### config.mk
export PLATFORM = sky130hd
export DESIGN_NAME = mem_arbiter
export DESIGN_NICKNAME = d
export VERILOG_FILES = /design/src/rtl/proc_pkg.sv /design/src/rtl/arb_timer.sv /design/src/rtl/mem_arbiter.sv
export SDC_FILE = /design/constraint.sdc
export NUM_CORES = 1
export LEC_CHECK = 0
export BUFFER_PORTS_ARGS = -buffer_cell sky130_fd_sc_hd__buf_2
export CORE_AREA = 2 2 99 101
export DETAILED_ROUTE_END_ITERATION = 10
export DIE_AREA = 0 0 101 103
export MAX_ROUTING_LAYER = met4
export PLACE_DENSITY = 0.72
export SYNTH_ARGS = -nofsm -noshare
export SYNTH_HDL_FRONTEND = slang
export SYNTH_SLANG_ARGS = --single-unit
### constraint.sdc
create_clock -name clk -period 5.6 [get_ports clk]
set_clock_uncertainty 0.15 [all_clocks]
set_input_delay 0 -clock clk [delete_from_list [all_inputs] [get_ports clk]]
set_output_delay 0 -clock clk [all_outputs]
set_load 0.02 [all_outputs]
### src/rtl/proc_pkg.sv
// Shared constants and state encoding for the memory arbiter.
package proc_pkg;

  localparam int DATA_W           = 16;
  localparam int STARVE_LIMIT_DEF = 4;
  localparam int TIMEOUT_DEF      = 15;

  typedef enum logic [1:0] {
    IDLE    = 2'd0,
    BUSY_IF = 2'd1,
    BUSY_D  = 2'd2
  } arb_state_t;

endpackage

### src/rtl/arb_timer.sv
// Memory wait counter; flags the cycle in which the TIMEOUT-th wait without m_ready occurs.
module arb_timer
  import proc_pkg::*;
#(
  parameter int TIMEOUT = TIMEOUT_DEF
) (
  input  logic clk,
  input  logic rst,
  input  logic i_clear,
  input  logic i_enable,
  output logic o_expired
);

  localparam int CW = $clog2(TIMEOUT + 1);

  logic [CW-1:0] r_cnt;

  always_ff @(posedge clk or posedge rst) begin
    if (rst) begin
      r_cnt <= '0;
    end else if (i_clear) begin
      r_cnt <= '0;
    end else if (i_enable && !o_expired) begin
      r_cnt <= r_cnt + CW'(1);
    end
  end

  assign o_expired = i_enable && (r_cnt == CW'(TIMEOUT - 1));

endmodule

### src/rtl/mem_arbiter.sv
// Arbitrates one memory port between instruction fetch and data access:
// data has priority, fetch is protected from starvation, stalled transfers time out.
module mem_arbiter
  import proc_pkg::*;
#(
  parameter int STARVE_LIMIT = STARVE_LIMIT_DEF,
  parameter int TIMEOUT      = TIMEOUT_DEF
) (
  input  logic              clk,
  input  logic              rst,
  input  logic              if_req,
  input  logic [DATA_W-1:0] if_addr,
  output logic              if_gnt,
  output logic              if_rvalid,
  output logic [DATA_W-1:0] if_rdata,
  input  logic              d_req,
  input  logic              d_we,
  input  logic [DATA_W-1:0] d_addr,
  input  logic [DATA_W-1:0] d_wdata,
  output logic              d_gnt,
  output logic              d_rvalid,
  output logic [DATA_W-1:0] d_rdata,
  output logic              m_req,
  output logic              m_we,
  output logic [DATA_W-1:0] m_addr,
  output logic [DATA_W-1:0] m_wdata,
  input  logic              m_ready,
  input  logic [DATA_W-1:0] m_rdata,
  output logic              err
);

  localparam int SW = $clog2(STARVE_LIMIT + 1);

  arb_state_t        r_state, w_state_nxt;
  logic              r_armed;
  logic [SW-1:0]     r_starve;
  logic [DATA_W-1:0] r_addr, r_wdata, r_if_rdata, r_d_rdata;
  logic              r_we, r_if_gnt, r_d_gnt, r_if_rvalid, r_d_rvalid, r_err;
  logic              w_busy, w_starved, w_gnt_if, w_gnt_d;
  logic              w_done_if, w_done_d, w_timeout, w_expired;

  assign w_busy    = (r_state != IDLE);
  assign w_starved = (r_starve == SW'(STARVE_LIMIT));

  arb_timer #(.TIMEOUT(TIMEOUT)) u_timer (
    .clk      (clk),
    .rst      (rst),
    .i_clear  (w_gnt_if || w_gnt_d),
    .i_enable (w_busy && !m_ready),
    .o_expired(w_expired)
  );

  always_ff @(posedge clk or posedge rst) begin
    if (rst) r_state <= IDLE;
    else     r_state <= w_state_nxt;
  end

  // r_armed holds off arbitration for the first edge after reset release.
  always_comb begin
    w_state_nxt = r_state;
    w_gnt_if    = 1'b0;
    w_gnt_d     = 1'b0;
    w_done_if   = 1'b0;
    w_done_d    = 1'b0;
    w_timeout   = 1'b0;
    case (r_state)
      IDLE: begin
        if (r_armed) begin
          if (d_req && !(if_req && w_starved)) begin
            w_gnt_d     = 1'b1;
            w_state_nxt = BUSY_D;
          end else if (if_req) begin
            w_gnt_if    = 1'b1;
            w_state_nxt = BUSY_IF;
          end
        end
      end
      BUSY_IF, BUSY_D: begin
        if (m_ready) begin
          w_done_if   = (r_state == BUSY_IF);
          w_done_d    = (r_state == BUSY_D);
          w_state_nxt = IDLE;
        end else if (w_expired) begin
          w_timeout   = 1'b1;
          w_state_nxt = IDLE;
        end
      end
      default: w_state_nxt = IDLE;
    endcase
  end

  always_ff @(posedge clk or posedge rst) begin
    if (rst) begin
      r_armed     <= 1'b0;
      r_starve    <= '0;
      r_addr      <= '0;
      r_wdata     <= '0;
      r_we        <= 1'b0;
      r_if_rdata  <= '0;
      r_d_rdata   <= '0;
      r_if_gnt    <= 1'b0;
      r_d_gnt     <= 1'b0;
      r_if_rvalid <= 1'b0;
      r_d_rvalid  <= 1'b0;
      r_err       <= 1'b0;
    end else begin
      r_armed     <= 1'b1;
      r_if_gnt    <= w_gnt_if;
      r_d_gnt     <= w_gnt_d;
      r_if_rvalid <= w_done_if;
      r_d_rvalid  <= w_done_d;
      r_err       <= w_timeout;
      if (w_gnt_d) begin
        r_addr  <= d_addr;
        r_we    <= d_we;
        r_wdata <= d_wdata;
      end else if (w_gnt_if) begin
        r_addr  <= if_addr;
        r_we    <= 1'b0;
        r_wdata <= '0;
      end
      if (w_done_if)          r_if_rdata <= m_rdata;
      if (w_done_d && !r_we)  r_d_rdata  <= m_rdata;
      if (w_gnt_if || !if_req)          r_starve <= '0;
      else if (w_gnt_d && !w_starved)   r_starve <= r_starve + SW'(1);
    end
  end

  assign if_gnt    = r_if_gnt;
  assign d_gnt     = r_d_gnt;
  assign if_rvalid = r_if_rvalid;
  assign d_rvalid  = r_d_rvalid;
  assign if_rdata  = r_if_rdata;
  assign d_rdata   = r_d_rdata;
  assign err       = r_err;
  assign m_req     = w_busy;
  assign m_we      = r_we;
  assign m_addr    = r_addr;
  assign m_wdata   = r_wdata;

endmodule

== Word level (Yosys, flattened, before mapping) ==
Cells that the tools add are included.
Operators by class
  add/subtract/negate cells: 2
  equality and inequality tests: 7
  multiplexer cells: 30
  reductions and logical operators: 22
Operator list (number)
  16-bit 2-to-1 mux: 4
  1-bit 2-to-1 mux: 16
  2-bit 2-to-1 mux: 5
  4-bit 2-to-1 mux: 2
  2-bit nonzero test: 4
  1-bit logical AND: 7
  1-bit zero test: 6
  3-bit 2-to-1 mux: 2
  4-bit by 1-bit adder with 4-bit output, second input constant: 1
  4-bit == test, second input constant: 1
  2-bit case mux with 2 select lines: 1
  3-bit by 1-bit adder with 3-bit output, second input constant: 1
  3-bit == test, second input constant: 1
  3-bit by 2-bit inequality test with 1-bit output, second input constant: 1
  3-bit inequality test, second input constant: 1
  3-bit AND reduction: 1
  2-bit by 1-bit == test with 1-bit output, second input constant: 1
  2-bit == test, second input constant: 1
  2-bit zero test: 1
  1-bit logical OR: 2
  2-bit inequality test, second input constant: 1
  2-bit OR reduction: 1
Storage, ports and cells
  register bits after elaboration: 80
  input bits: 70
  output and inout port bits: 71
  word-level logic and storage cells: 75

== Longest topological paths before layout ==
Gate-level depths: netlist of run 1.
  word-level depth: 10
  mapped depth: 9
  depth with buffers taken out: 6

== Hierarchy ==
A second synthesis of run 1 with hierarchy kept.
Unflattened totals
  cells, all modules: 239
  area total of the unflattened synthesis: 3373.2 um^2
By module, submodules not included
  mem_arbiter: times used 1, cells each 214, area each 3131.8 um^2, sequential area each 1901.8 um^2
  arb_timer: times used 1, cells each 25, area each 241.5 um^2, sequential area each 100.1 um^2

== Worst setup path before layout of run 1 ==
No wires, ideal clock.
  kind: reg-to-reg
  from: register r_starve[0]
  to: register r_addr[4], in the netlist m_addr[4]
  library setup time: 0.126 ns
  arrival time: 1.695 ns
  data required time: 5.324 ns
  slack: 3.629 ns
  stages on the path, launching flop included: 9
  path buffers: 3
  period minus slack after synthesis: 1.971 ns
  cell sequence: dfrtp_1 > inv_1 > ha_1 > and3_1 > buf_6 > or2_1 > buf_6 > buf_6 > a311o_1
On the way
  cells in the longest elaborated chain, start to end: 8
  elaborated cells on any way between the ends: 12
  those cells by class: eq/ne (1); mux (7); reduce/logical (4)
Ends and longest elaborated chain
  from (decl): line mem_arbiter.sv:36  | logic [SW-1:0] r_starve;
  from (signal assigned): line mem_arbiter.sv:125  | else if (w_gnt_d && !w_starved) r_starve <= r_starve + SW'(1);
  3-bit == test *: line mem_arbiter.sv:43  | assign w_starved = (r_starve == SW'(STARVE_LIMIT));
  1-bit logical AND *: line mem_arbiter.sv:69  | if (d_req && !(if_req && w_starved)) begin
  1-bit zero test *: line mem_arbiter.sv:69
  1-bit logical AND *: line mem_arbiter.sv:69
  1-bit 2-to-1 mux: line mem_arbiter.sv:69
  1-bit 2-to-1 mux: line mem_arbiter.sv:68  | if (r_armed) begin
  1-bit 2-to-1 mux: line mem_arbiter.sv:66  | case (r_state)
  16-bit 2-to-1 mux / 2-bit nonzero test (equally long branches)
  to (signal assigned): line mem_arbiter.sv:114  | r_addr <= d_addr;
  to (signal assigned): line mem_arbiter.sv:118  | r_addr <= if_addr;
  to (decl): line mem_arbiter.sv:37  | logic [DATA_W-1:0] r_addr, r_wdata, r_if_rdata, r_d_rdata;
Every way passes the cells marked *; elsewhere a longest branch is shown, timed or not.
A chain may end at the register's enable or synchronous reset.

== Worst setup path in the final report of run 1 ==
  from: register r_state[0]
  to: register r_addr[6], in the netlist m_addr[6]
On the way
  cells in the longest elaborated chain, start to end: 3
  elaborated cells on any way between the ends: 5
  those cells by class: mux (3); reduce/logical (2)
Ends and longest elaborated chain
  from (decl): line mem_arbiter.sv:34  | arb_state_t r_state, w_state_nxt;
  from (signal assigned): line mem_arbiter.sv:55  | else r_state <= w_state_nxt;
  2-bit zero test *: line mem_arbiter.sv:66
  1-bit 2-to-1 mux: line mem_arbiter.sv:66
  16-bit 2-to-1 mux / 2-bit nonzero test (equally long branches)
Marks and branches as above.

==> reports/results.ini, run 1 <==
[cells_and_area]
drive_gt1_share_pct=40.4
synthToLayoutAreaGrowth_pct=49.8
nNetsFinal=552
diodes=0

[power]
pwr-share-clk_pct=15.6
p_comb_share_pct=47.4
sw_frac_of_total_pct=40.1
power_switching_uw=1050
peakVddDrop_mv=0.249
power.leakage_uw=0.00248
power_density_mw_per_mm2=514
p_int_uw=1570
p_seq_share_pct=37.0

[sta]
slew_headroom_pct=18.1
final.setup.tns_ns=0
fin_crit_ns=3.08
hold_viol=0
setup_viol=0
slew_violations=0
max_freq_mhz=325
post-route-period-util_pct=54.9
tightestPinTransition_ns=1.22
rsz0062_at_grt=false
fin_ws_ns=2.52

[logic_synthesis]
synth_cell_types=36
synth_seq_area_share_pct=58.9
syn_area_mm2=0.00340
syn_avg_cell_area_um2=12.9
synth-main-ff-cell=dfrtp_1
ys_warn_count=0
synth_area_leader_cell=dfrtp_1
synth_top_area_share_pct=58.9
synthesis.nets=341
async_flop_share_pct=100
synth_seq_cells=80
synthTopCellsByArea=dfrtp_1, mux2_2, a22o_1
synth_cells=264
synth_edf_count=0

[critical_path]
critPathLaunchType=flop
crit_path_end_kind=flop
cp_max_fo=17
crit_required_ns=5.68
criticalPathCategory=flop to flop
cp.arrival_ns=3.16

[route]
totalWireLength_um=8930
vias=2948
vias_per_cell=4.96
drt_first_iter_violations=77
first_pass_iters=4
drc_errors=0
ant_nets=0
wl_per_cell_um=15.0

[clocking]
cts_max_path_buffers=2
cts_made_buffers=9
root_buffer=clkbuf_8
clkSinkCount=80
path_clk_slew_ns=0.09
post-cts-setup-buffers=0
clock_latency_ns=0.35
cts_tree=built
htreeDepth=3

[place]
place.gp.congestion=0.807
portBuffers=140
hpwl_um=5520
dpl_worst_slack_ns=2.87

[die]
dieHeight_um=103
dieWidth_um=101
num_rows=36
core-area_mm2=0.00946
fp.dieArea_mm2=0.0104
start_util_pct=35.9
io_pins=141

[global_routing]
grt.total_usage_pct=17.8
grt_max_degree=81
grt-ovfl-total=0
first_global_vias=2976
grt_pass1_wl_um=13900
grt_antenna_before_repair=0

[hold_path]
min_path_type=input pin to flop

[outcome]
status=finished clean

[run]
max_cap_violations=0

==> what timing repair did <==
item | in CTS | in global routing
resized for setup | 0 | 0
hold buffers | 74 | 0
hold endpoints to repair | 156 | 0
==> stage by stage <==
step                cells  utilization (%)  instance area [um^2]  hold slack, ns  total power [uW]
detailed placement    504             44.0                  4160          0.0781              2080
global placement      504             44.0                  4160          0.0720              2050
floorplan             264                -                  3400         -0.0103              1710
global route          594             53.8                  5090           0.247              2790
CTS                   594             53.8                  5090           0.232              2620
finish                594             53.8                  5090           0.256              2610
==> final cells by class <==
type                       count  area [um^2]
fill                         800         4370
sequential                    80         2000
timing repair buffer         216         1460
multi-input combinational    159         1270
tap                          114          143
clock buffer                  10          138
clock inverter                 6         50.0
inverter                       9         35.0
==> registers in the layout, indices dropped and copies added, names as in the netlist <==
name and count:
if_rdata 16, r_state 2, m_we 1, d_rvalid 1, r_starve 3, m_wdata 16
err 1, m_addr 16, r_armed 1, d_rdata 16, d_gnt 1, if_rvalid 1
u_timer.r_cnt 4, if_gnt 1
==> worst paths after layout <==
check	slack (ns)	start	cells past startpoint	to
worst max-delay path	2.52	r_state[0]$_DFFE_PP0P_	6	m_addr[6]$_DFFE_PP0P_
worst min-delay path	0.26	d_wdata[15]	3	m_wdata[15]$_DFFE_PP0P_
worst max register to register	2.52	r_state[0]$_DFFE_PP0P_	6	m_addr[6]$_DFFE_PP0P_
worst min register to register	0.35	m_wdata[2]$_DFFE_PP0P_	1	m_wdata[2]$_DFFE_PP0P_
max in group asynchronous	4.30	rst	4	m_wdata[4]$_DFFE_PP0P_
min in group asynchronous	0.36	rst	4	if_rdata[14]$_DFFE_PP0P_
==> routing by layer <==
metal	wire, um	GRT usage (%)	vias up
li1	-	-	1385
met1	3540	19.8	1453
met2	4820	30.3	90
met3	335	3.93	20
met4	230	8.73	0
met5	0	-	-
==> layout by cell type (no fill, tap or decap), types with 3 or more instances in the layout <==
master         synthesis  routed
a311o_1                9       9
nor3_1                 7       7
dlygate4sd3_1          0      74
nor2_1                 5       5
dfrtp_1               80      80
o21ai_0                8       8
nand4_1                8       8
a31oi_1                7       7
ha_1                   7       7
buf_2                  5     140
inv_1                  8       7
o211ai_1               3       3
a21boi_0               4       4
a22o_1                17      17
clkbuf_8               0      10
nand2_1               10      10
and2_1                10      10
nor3b_1               10      10
mux2_2                32      32
nand3_1                3       3
==> worst max-delay path, stage by stage (launching register included) <==
cell and delay, ns:
dfrtp_1 0.41, inv_1 0.11, ha_1 0.37, nand3_2 0.37
or2_1 0.56, a311o_1 0.42, dlygate4sd3_1 0.58
==> kinds of logic after synthesis <==
group,Yosys count,synth area share [%]
multiplexers,34,11.2
AND/OR/NAND/NOR,62,10.6
other,1,0.110
buffers and inverters,25,3.83
flip-flops,80,58.9
adder cells (fa/ha/maj),7,2.58
AO/OA/AOI/OAI,54,12.6
XOR/XNOR,1,0.258
==> synth_stat cells (2+ instances only) <==
master / number
nand4b_1: 2
a21boi_0: 4
nand4_1: 8
nand3_1: 3
mux2i_1: 2
a311o_1: 9
nand2_1: 10
buf_6: 4
buf_2: 5
inv_1: 8
a31oi_1: 7
clkbuf_1: 7
nor2_1: 5
ha_1: 7
mux2_2: 32
a22o_1: 17
o21ai_0: 8
nor3_1: 7
nor2b_1: 2
nor3b_1: 10
and2_1: 10
and3_1: 2
dfrtp_1: 80
o211ai_1: 3
==> power by group through the flow <==
stage,Clock (uW),Combinational (uW),Sequential (uW)
final,407,1240,967
after global routing,446,1340,998
after detailed placement,0,1110,971
after floorplan,0,439,1270
after global placement,0,1090,965
after CTS,418,1230,965
Note: power is estimated with default switching activity, not from simulation.
==> run 2, diff against run 1 <==
Settings changed: PLACE_DENSITY 0.72 to 0.74.
Clock period 5.6 ns to 2.5 ns, I/O delays scaled along.
==> reports/results.ini, run 2 (synthesized netlist as in run 1, its figures left out) <==
[outcome]
status=finished clean

[power]
power.leakage_uw=0.00254
power_density_mw_per_mm2=1130
peakVddDrop_mv=0.556

[critical_path]
crit_buf_inv=2
cp_top_family=buffers and inverters
crit_chain=inv_1 -> ha_2 -> nand3_2 -> or2_2 -> a31oi_1 -> dlygate4sd3_1
cp_max_fo=17
max_stage_delay_ns=0.57
criticalPathCategory=flop to flop
critPathLaunchType=flop
cp.arrival_ns=2.45
critPathSlowestCell=dlygate4sd3_1
crit_required_ns=2.64
crit_path_end_kind=flop

[sta]
rsz0062_at_grt=false
post-route-period-util_pct=92.7
slew_headroom_pct=55.3
hold_viol=0
tightestPinTransition_ns=0.666
final.setup.tns_ns=0
fin_crit_ns=2.32
max_freq_mhz=432
fin_ws_ns=0.183
setup_viol=0
slew_violations=0

[die]
dieWidth_um=101
start_util_pct=35.9
io_pins=141
dieHeight_um=103
num_rows=36
fp.dieArea_mm2=0.0104
core-area_mm2=0.00946

[cells_and_area]
synthToLayoutAreaGrowth_pct=52.9
layout_common_cells=buf_2, dfrtp_1, dlygate4sd3_1, mux2_2, a22o_1
final_common_cell=buf_2
diodes=0
n_fill_cell=829
nNetsFinal=560
drive_gt1_share_pct=41.7

[clocking]
post-cts-setup-buffers=0
root_buffer=clkbuf_8
htreeDepth=3
clock_latency_ns=0.34
cts_max_path_buffers=2
path_clk_slew_ns=0.09
cts_tree=built
clkSinkCount=80
cts_made_buffers=9

[global_routing]
first_global_vias=3099
grt_antenna_before_repair=0
grt.total_usage_pct=18.9
grt_max_degree=71
grt_pass1_wl_um=14900
grt-ovfl-total=0

[route]
vias_per_cell=4.91
wl_per_cell_um=15.5
ant_nets=0
drc_errors=0
first_pass_iters=4
totalWireLength_um=9340
vias=2952
drt_first_iter_violations=151

[place]
dpl_worst_slack_ns=0.165
place.gp.congestion=0.765
hpwl_um=5800
portBuffers=140

[run]
max_cap_violations=0

[hold_path]
min_path_type=input pin to flop

-- run 2: final timing paths --
check | startpoint | endpoint | slack [ns] | depth (start not counted)
worst max-delay path | r_state[0]$_DFFE_PP0P_ | m_addr[11]$_DFFE_PP0P_ | 0.18 | 6
worst min-delay path | d_wdata[7] | m_wdata[7]$_DFFE_PP0P_ | 0.27 | 3
worst max register to register | r_state[0]$_DFFE_PP0P_ | m_addr[11]$_DFFE_PP0P_ | 0.18 | 6
worst min register to register | m_wdata[6]$_DFFE_PP0P_ | m_wdata[6]$_DFFE_PP0P_ | 0.35 | 1
max in group asynchronous | rst | u_timer.r_cnt[0]$_DFFE_PP0P_ | 1.04 | 5
min in group asynchronous | rst | m_wdata[12]$_DFFE_PP0P_ | 0.53 | 4
-- run 2: layout make-up --
cell class	instances	area, um^2	area share (%)
clock buffers	10	128	2.46
clock inverters	5	82.6	1.59
inverters	9	35.0	0.674
multi-input cells	159	1270	24.5
flip-flops and latches	80	2000	38.5
well taps	114	143	2.75
repair buffers	224	1530	29.5
-- run 2: per-stage QoR --
| step | util (%) | instance area, um^2 | total power [uW] | hold slack [ns] | cells |
|---|---|---|---|---|---|
| after floorplan | - | 3400 | 3830 | -0.0103 | 264 |
| after global placement | 44.7 | 4230 | 4620 | -0.234 | 511 |
| after detailed placement | 44.7 | 4230 | 4710 | -0.227 | 511 |
| after CTS | 54.8 | 5190 | 5870 | 0.249 | 601 |
| after global routing | 54.9 | 5200 | 6250 | 0.259 | 601 |
| final | 54.9 | 5200 | 5870 | 0.268 | 601 |
-- run 2: power breakdown --
| part | total, uW | internal [uW] | leakage (uW) | switching [uW] |
|---|---|---|---|---|
| Sequential | 2180 | 1870 | 0.000995 | 309 |
| Combinational | 2660 | 1130 | 0.00144 | 1530 |
| Clock | 1030 | 560 | 0.000106 | 470 |
| Total | 5870 | 3560 | 0.00254 | 2310 |
-- run 2: metal layers --
layer	vias up	track usage, %	wire (um)	share of wire (%)
li1	1405	-	-	-
met1	1463	21.1	3770	40
met2	72	34.6	5150	55
met3	12	2.98	299	3.2
met4	0	6.55	125	1.3
met5	-	-	0	0
-- run 2: what timing repair did --
action                                 CTS  global route
resized for setup                        0             4
hold buffers                            75             0
endpoints found under the hold margin  157             0
setup endpoints to repair                0            20
-- run 2: worst reg2reg max path: stages, from the launching register on --
cell	delay, ns
dfrtp_1	0.40
inv_1	0.11
ha_2	0.31
nand3_2	0.11
or2_2	0.45
a31oi_1	0.18
dlygate4sd3_1	0.57
